File: src/rtl/ex_mem_stage_if.sv
// EX/MEM boundary bundle: upstream handshake + payload, downstream handshake + payload, status.
// slave is the stage's view, master is the driver/consumer view.
interface ex_mem_stage_if #(
  parameter int DATA_W = 32,
  parameter int RD_W   = 5
);
  logic              flush_i;
  logic              valid_i;
  logic              ready_o;
  logic [DATA_W-1:0] alu_data_i;
  logic              alu_zero_i;
  logic [DATA_W-1:0] store_data_i;
  logic [RD_W-1:0]   rd_i;
  logic [3:0]        ctrl_i;
  logic [DATA_W-1:0] br_target_i;
  logic              valid_o;
  logic              ready_i;
  logic [DATA_W-1:0] alu_data_o;
  logic [DATA_W-1:0] store_data_o;
  logic [RD_W-1:0]   rd_o;
  logic [2:0]        ctrl_o;
  logic              br_taken_o;
  logic [DATA_W-1:0] br_target_o;
  logic [1:0]        occ_o;

  modport slave (
    input  flush_i, valid_i, alu_data_i, alu_zero_i, store_data_i, rd_i, ctrl_i, br_target_i, ready_i,
    output ready_o, valid_o, alu_data_o, store_data_o, rd_o, ctrl_o, br_taken_o, br_target_o, occ_o
  );

  modport master (
    output flush_i, valid_i, alu_data_i, alu_zero_i, store_data_i, rd_i, ctrl_i, br_target_i, ready_i,
    input  ready_o, valid_o, alu_data_o, store_data_o, rd_o, ctrl_o, br_taken_o, br_target_o, occ_o
  );
endinterface

File: src/rtl/ex_mem_stage.sv
// EX/MEM pipeline register behind a 2-entry skid buffer with registered ready; resolves branches.
// Latency 1 cycle empty-to-valid; downstream stalls absorbed in the skid slot, never combinationally upstream.
module ex_mem_stage #(
  parameter int DATA_W = 32,
  parameter int RD_W   = 5
) (
  input logic           clk_i,
  input logic           rst_i,
  ex_mem_stage_if.slave bus
);

  typedef struct packed {
    logic [DATA_W-1:0] alu;
    logic [DATA_W-1:0] st;
    logic [RD_W-1:0]   rd;
    logic [2:0]        ctrl;
  } entry_t;

  entry_t            in_ent;
  entry_t            main_q, main_d;
  entry_t            skid_q, skid_d;
  logic              main_vld_q, main_vld_d;
  logic              skid_vld_q, skid_vld_d;
  logic              ready_q, ready_d;
  logic              br_taken_q, br_taken_d;
  logic [DATA_W-1:0] br_target_q, br_target_d;
  logic              accept, xfer;

  assign in_ent.alu  = bus.alu_data_i;
  assign in_ent.st   = bus.store_data_i;
  assign in_ent.rd   = bus.rd_i;
  assign in_ent.ctrl = bus.ctrl_i[2:0];

  // Flush dominates both handshakes.
  assign accept = bus.valid_i & ready_q & ~bus.flush_i;
  assign xfer   = main_vld_q & bus.ready_i & ~bus.flush_i;

  always_comb begin
    main_d      = main_q;
    main_vld_d  = main_vld_q;
    skid_d      = skid_q;
    skid_vld_d  = skid_vld_q;
    if (bus.flush_i) begin
      main_vld_d = 1'b0;
      skid_vld_d = 1'b0;
    end else if (!main_vld_q || xfer) begin
      if (skid_vld_q) begin
        main_d     = skid_q;
        main_vld_d = 1'b1;
        skid_vld_d = accept;
        if (accept) skid_d = in_ent;
      end else begin
        main_vld_d = accept;
        if (accept) main_d = in_ent;
      end
    end else if (accept) begin
      skid_d     = in_ent;
      skid_vld_d = 1'b1;
    end
    // Ready for next cycle depends only on next occupancy, so ready_i never reaches ready_o combinationally.
    ready_d     = !(main_vld_d && skid_vld_d);
    br_taken_d  = accept & bus.ctrl_i[3] & bus.alu_zero_i;
    br_target_d = br_taken_d ? bus.br_target_i : br_target_q;
  end

  always_ff @(posedge clk_i) begin
    if (rst_i) begin
      main_q      <= '0;
      skid_q      <= '0;
      main_vld_q  <= 1'b0;
      skid_vld_q  <= 1'b0;
      ready_q     <= 1'b1;
      br_taken_q  <= 1'b0;
      br_target_q <= '0;
    end else begin
      main_q      <= main_d;
      skid_q      <= skid_d;
      main_vld_q  <= main_vld_d;
      skid_vld_q  <= skid_vld_d;
      ready_q     <= ready_d;
      br_taken_q  <= br_taken_d;
      br_target_q <= br_target_d;
    end
  end

  assign bus.ready_o      = ready_q;
  assign bus.valid_o      = main_vld_q;
  assign bus.alu_data_o   = main_q.alu;
  assign bus.store_data_o = main_q.st;
  assign bus.rd_o         = main_q.rd;
  assign bus.ctrl_o       = main_q.ctrl;
  assign bus.br_taken_o   = br_taken_q;
  assign bus.br_target_o  = br_target_q;
  assign bus.occ_o        = {main_vld_q & skid_vld_q, main_vld_q ^ skid_vld_q};

endmodule

File: src/flat_wrapper.sv
// flat-port wrapper written by rule: the top's interface ports become plain ports
module ex_mem_stage_flat 
#(
  parameter int DATA_W = 32,
  parameter int RD_W   = 5
)
  (clk_i, rst_i, bus_flush_i, bus_valid_i, bus_alu_data_i, bus_alu_zero_i, bus_store_data_i, bus_rd_i, bus_ctrl_i, bus_br_target_i, bus_ready_i, bus_ready_o, bus_valid_o, bus_alu_data_o, bus_store_data_o, bus_rd_o, bus_ctrl_o, bus_br_taken_o, bus_br_target_o, bus_occ_o);
  ex_mem_stage_if #(.DATA_W(DATA_W), .RD_W(RD_W)) bus_i ();
  input logic clk_i;
  input logic rst_i;
  input wire logic [$bits(bus_i.flush_i)-1:0] bus_flush_i;
  input wire logic [$bits(bus_i.valid_i)-1:0] bus_valid_i;
  input wire logic [$bits(bus_i.alu_data_i)-1:0] bus_alu_data_i;
  input wire logic [$bits(bus_i.alu_zero_i)-1:0] bus_alu_zero_i;
  input wire logic [$bits(bus_i.store_data_i)-1:0] bus_store_data_i;
  input wire logic [$bits(bus_i.rd_i)-1:0] bus_rd_i;
  input wire logic [$bits(bus_i.ctrl_i)-1:0] bus_ctrl_i;
  input wire logic [$bits(bus_i.br_target_i)-1:0] bus_br_target_i;
  input wire logic [$bits(bus_i.ready_i)-1:0] bus_ready_i;
  output wire logic [$bits(bus_i.ready_o)-1:0] bus_ready_o;
  output wire logic [$bits(bus_i.valid_o)-1:0] bus_valid_o;
  output wire logic [$bits(bus_i.alu_data_o)-1:0] bus_alu_data_o;
  output wire logic [$bits(bus_i.store_data_o)-1:0] bus_store_data_o;
  output wire logic [$bits(bus_i.rd_o)-1:0] bus_rd_o;
  output wire logic [$bits(bus_i.ctrl_o)-1:0] bus_ctrl_o;
  output wire logic [$bits(bus_i.br_taken_o)-1:0] bus_br_taken_o;
  output wire logic [$bits(bus_i.br_target_o)-1:0] bus_br_target_o;
  output wire logic [$bits(bus_i.occ_o)-1:0] bus_occ_o;
  assign bus_i.flush_i = bus_flush_i;
  assign bus_i.valid_i = bus_valid_i;
  assign bus_i.alu_data_i = bus_alu_data_i;
  assign bus_i.alu_zero_i = bus_alu_zero_i;
  assign bus_i.store_data_i = bus_store_data_i;
  assign bus_i.rd_i = bus_rd_i;
  assign bus_i.ctrl_i = bus_ctrl_i;
  assign bus_i.br_target_i = bus_br_target_i;
  assign bus_i.ready_i = bus_ready_i;
  assign bus_ready_o = bus_i.ready_o;
  assign bus_valid_o = bus_i.valid_o;
  assign bus_alu_data_o = bus_i.alu_data_o;
  assign bus_store_data_o = bus_i.store_data_o;
  assign bus_rd_o = bus_i.rd_o;
  assign bus_ctrl_o = bus_i.ctrl_o;
  assign bus_br_taken_o = bus_i.br_taken_o;
  assign bus_br_target_o = bus_i.br_target_o;
  assign bus_occ_o = bus_i.occ_o;
  ex_mem_stage #(.DATA_W(DATA_W), .RD_W(RD_W)) u_core (.clk_i(clk_i), .rst_i(rst_i), .bus(bus_i));
endmodule
File: config.mk
export PLATFORM = sky130hd
export DESIGN_NAME = ex_mem_stage_flat
export DESIGN_NICKNAME = d
export VERILOG_FILES = /design/src/rtl/ex_mem_stage_if.sv /design/src/rtl/ex_mem_stage.sv /design/src/flat_wrapper.sv
export SDC_FILE = /design/constraint.sdc
export NUM_CORES = 1
export LEC_CHECK = 0
export BUFFER_PORTS_ARGS = -buffer_cell sky130_fd_sc_hd__buf_2
export CAP_MARGIN = 20
export CORE_ASPECT_RATIO = 0.5
export CORE_UTILIZATION = 33
export CTS_BUF_LIST = sky130_fd_sc_hd__clkbuf_8
export CTS_CLUSTER_DIAMETER = 60
export DETAILED_ROUTE_END_ITERATION = 6
export PLACE_DENSITY_LB_ADDON = 0.1
export SLEW_MARGIN = 25
export SYNTH_ARGS = -nofsm -noshare
export SYNTH_HDL_FRONTEND = slang
export SYNTH_SLANG_ARGS = --single-unit
export TNS_END_PERCENT = 100
File: constraint.sdc
create_clock -name clk_i -period 2.1 [get_ports clk_i]
set_clock_uncertainty 0.1 [all_clocks]
set_input_delay 0.525 -clock clk_i [delete_from_list [all_inputs] [get_ports clk_i]]
set_output_delay 0.525 -clock clk_i [all_outputs]
set_load 0.01 [all_outputs]
== Yosys cells after proc, flatten, opt, wreduce, memory -nomap -nowiden ==
Cells that the tools add are included.

* Output and inout port bits: 109
* Register bits: 180
* Input bits: 111
* Logic and storage cells: 42

* Reductions and logical operators: 7
* Eq/ne operators: 1
* Bitwise logic cells: 9
* Muxes and demuxes: 12

{| class="wikitable"
|+ Operators by type and width
! operator !! number
|-
| two-way mux 72 bit || 5
|-
| bitwise AND 1 bit || 7
|-
| two-way mux 1 bit || 7
|-
| AND reduction 3 bit || 1
|-
| logical NOT 1 bit || 2
|-
| != test 2 x 1 -> 1 bit (second input constant) || 1
|-
| AND reduction 2 bit || 1
|-
| nonzero test 2 bit || 1
|-
| logical AND 1 bit || 1
|-
| logical OR 1 bit || 1
|-
| NOT 1 bit || 1
|-
| XOR 1 bit || 1
|}

== Longest topological paths before layout ==
* Depth after elaboration: 7
* Depth in mapped cells: 5
* Mapped depth without buffers: 3

== Worst setup path before layout ==
Ideal clock, no wire load.

* Path kind: input port to flip-flop
* Start point: input bus_ready_i
* End point: register u_core.main_q (netlist bit u_core.bus.store_data_o[16])
* Path buffers: 2
* Arrival: 1419 ps
* Setup time: 146 ps
* Path slack: 435 ps
* Stages on the path: 5
* Data required time: 1854 ps
* Cells stage by stage: nor2b_1 or3_1 clkbuf_1 buf_2 a211oi_2

* Cells in the longest elaborated chain, start to end: 4

{| class="wikitable"
|+ RTL lines
! what !! line !! text
|-
| from (decl) || flat_wrapper.sv:19 || <nowiki>input wire logic [$bits(bus_i.ready_i)-1:0] bus_ready_i;</nowiki>
|-
| bitwise AND 1 bit (2 in series) || ex_mem_stage.sv:36 || <nowiki>assign xfer = main_vld_q & bus.ready_i & ~bus.flush_i;</nowiki>
|-
| logical OR 1 bit || ex_mem_stage.sv:46 || <nowiki>end else if (!main_vld_q || xfer) begin</nowiki>
|-
| AND reduction 3 bit (no line) || n/a ||
|-
| to (signal assigned) || ex_mem_stage.sv:76 || <nowiki>main_q <= main_d;</nowiki>
|-
| to (decl) || ex_mem_stage.sv:20 || <nowiki>entry_t main_q, main_d;</nowiki>
|}

No other way between the ends.
A chain may end at the register's enable or synchronous reset.

== Worst setup path in the final report ==
* Start point: register u_core.skid_vld_q
* End point: output bus_occ_o[0]

* Cells in the longest elaborated chain, start to end: 1

{| class="wikitable"
|+ RTL lines
! what !! line !! text
|-
| from (decl) || ex_mem_stage.sv:23 || <nowiki>logic skid_vld_q, skid_vld_d;</nowiki>
|-
| from (signal assigned) || ex_mem_stage.sv:79 || <nowiki>skid_vld_q <= skid_vld_d;</nowiki>
|-
| XOR 1 bit || ex_mem_stage.sv:94 || <nowiki>assign bus.occ_o = {main_vld_q & skid_vld_q, main_vld_q ^ skid_vld_q};</nowiki>
|-
| to (decl) || flat_wrapper.sv:28 || <nowiki>output wire logic [$bits(bus_i.occ_o)-1:0] bus_occ_o;</nowiki>
|}

No other way between the ends.

==> results.yml <==
cts:
  post_cts_resized: 0
  cts_buffer_depth: 2
  cts_tree: "done"
  htreeDepth: 4
  cts.sinks: 180
  clkLatencyLatePin_ns: 0.49
  root_buffer: "clkbuf_8"
  cts.hold.buffers_added: 0
  clk_pin_slew_ns: 0.10
  cts_inserted_buffers: 17
synth:
  yosys_warnings: 0
  ys_async_sr_fraction: 0
  synth_top_family_by_area: "multiplexers"
  synth-simple-area-share: 0.2103
  ys_types: 22
  syn_nets: 989
  synthAdderAreaFrac: 0.001461
  synth_mux_area_frac: 0.2162
  synth_edf_count: 0
  synthCells: 877
  postSynthAreaPerCell_sq_um: 9.764
  synth_top_flop_cell: "dfxtp_1"
  synth_area_leaders: "dfxtp_1 42%, nand2b_1 15%, mux2i_1 12%, mux2_2 9.5%, nor4_1 5.3%"
  synth-compound-area-share: 0.07876
  synth_top_area_share: 0.4208
  yosysSeqAreaShare: 0.4208
  synthXorXnorAreaFrac: 0
  synth_area_sq_um: 8563
  synth_area_leader_cell: "dfxtp_1"
  synth-seq-cells: 180
finish:
  drive_above_1_share: 0.3483
  nNetsFinal: 1171
  layout_common_cells: "218 x buf_2, 208 x nand2b_1, 179 x dfxtp_1"
  final_common_cell: "buf_2"
  area_growth_syn_to_layout_pct: 22.34
  diodes: 0
global_routing:
  antenna_found_initial: 0
  grt_max_degree: 110
  grt_usage: 0.1729
  grt-ovfl-total: 0
  grt_pass1_wl_microns: 36020
  grt_pass1_vias: 6531
timing:
  slew-limit-headroom: 0.6997
  final-hold-violation-count: 0
  period_share: 0.9072
  worstMarginPinSlew_ns: 0.4505
  tns_ns: 0
  period_needed_ns: 1.905
  setup_violations: 0
  slew_viol_final: 0
  rsz0062_at_grt: "no"
  fmax_mhz: 524.9
job:
  drv_cap: 0
floorplanning:
  design.die.area_sq_um: 26640
  fp.dieW_microns: 229.8
  num_rows: 41
  io_pins: 220
  coreArea_sq_um: 25340
  die_h_microns: 115.9
  initial_core_util: 0.3379
critical_path:
  critPathBufInv: 1
  cp_top_family: "flip-flops"
  worstPathCellList: "ha_1 > buf_2"
  slowest_stage: "dfxtp_4"
  cp-start-kind: "register"
  slowest_delay_ns: 0.39
  end_kind: "output pin"
  critPathMaxFanout: 8
  cp.arrival_ns: 1.28
  critPathRequiredTime_ns: 1.47
  crit_type: "reg2out"
place:
  gp_congestion: 0.7517
  hpwl_microns: 14430
  portBuffers: 219
drt:
  dr.pass1.iters: 4
  avgViaCountPerCell: 4.734
  postRouteAntennaNets: 0
  route.vias.total: 6699
  drtIter0Drc: 279
  drc: 0
  drt-total-wl_microns: 22940
  wl_per_cell_microns: 16.21
pwr:
  p_leak_nw: 4.042
  irDropWorstVdd_mv: 0.2855
  power_mw: 6.660
  powerDensity_nw_per_um2: 635.7
min_path:
  hold_class: "in2reg"
status:
  outcome: "finished, final reports clean"
[metrics by stage]
| step | hold WS (ns) | std cells | util | cell area, sq um | setup slack, ns |
|---|---|---|---|---|---|
| floorplan | 0.3452 | 877 | - | 8563 | 0.4346 |
| global placement | 0.3421 | 1378 | 0.3986 | 10100 | 0.2200 |
| detailed placement | 0.3436 | 1378 | 0.3986 | 10100 | 0.2019 |
| CTS | 0.1082 | 1409 | 0.4116 | 10430 | 0.02275 |
| global route | 0.1293 | 1415 | 0.4134 | 10480 | 0.1301 |
| finish | 0.1522 | 1415 | 0.4134 | 10480 | 0.1949 |
[layout make-up]
type	instances	area, sq um
Timing Repair Buffer	246	1468
Clock buffer	19	261.5
Sequential cell	180	3607
Fill cell	2550	14870
Inverter	72	270.3
Multi-Input combinational cell	542	4372
Clock inverter	12	67.56
Tap cell	344	430.4
[timing repair]
action / CTS / global route
setup endpoints to repair: 0 / 1
endpoints found under the hold margin: 0 / 0
setup buffers: 0 / 6
[power breakdown]
group	internal [mW]	switching (mW)
registers	3.53	0.0646
logic	0.433	0.475
clock network	0.853	1.30
total	4.82	1.84
[state kept, by name, summed over array words and instances (netlist names)]
signal	flops
u_core.bus.br_taken_o	1
u_core.skid_vld_q	1
u_core.bus.rd_o	5
u_core.bus.alu_data_o	32
u_core.bus.store_data_o	32
u_core.bus.valid_o	1
u_core.skid_q	72
u_core.bus.ctrl_o	3
u_core.bus.br_target_o	32
u_core.bus.ready_o	1
[metal layers]
| metal | share of wire | GRT usage | vias to the layer above |
|---|---|---|---|
| met5 | 0 | 0 | - |
| li1 | - | - | 3363 |
| met3 | 0.031 | 0.03494 | 22 |
| met2 | 0.46 | 0.2814 | 105 |
| met1 | 0.49 | 0.2282 | 3209 |
| met4 | 0.016 | 0.06402 | 0 |
[final timing paths]
check / to / startpoint / cells past startpoint / slack, ns
worst min-delay path: u_core.bus.store_data_o[24] / rst_i / 2 / 0.15
worst max register to register: u_core.bus.store_data_o[18] / u_core.skid_vld_q / 5 / 0.38
worst min register to register: u_core.bus.alu_data_o[0] / u_core.bus.alu_data_o[0] / 2 / 0.36
worst max-delay path: bus_occ_o[0] / u_core.skid_vld_q / 2 / 0.19
[kinds of logic (layout without fill, tap and decap cells)]
logic type / Yosys count / after routing
mux: 176 / 176
fa+ha+maj: 1 / 1
buf+inv: 155 / 349
compound gates: 77 / 77
flops: 180 / 180
simple gates: 288 / 288
[synthesized netlist by cell type (3+ instances only)]
cell type  instances
nand2b_1         208
dfxtp_1          180
mux2i_1          104
inv_1             72
mux2_2            72
nor4_1            72
a211oi_1          53
clkbuf_1          48
buf_2             31
a211oi_2          20
buf_1              4
nor2b_1            3
Note: power is estimated with default switching activity, not from simulation.
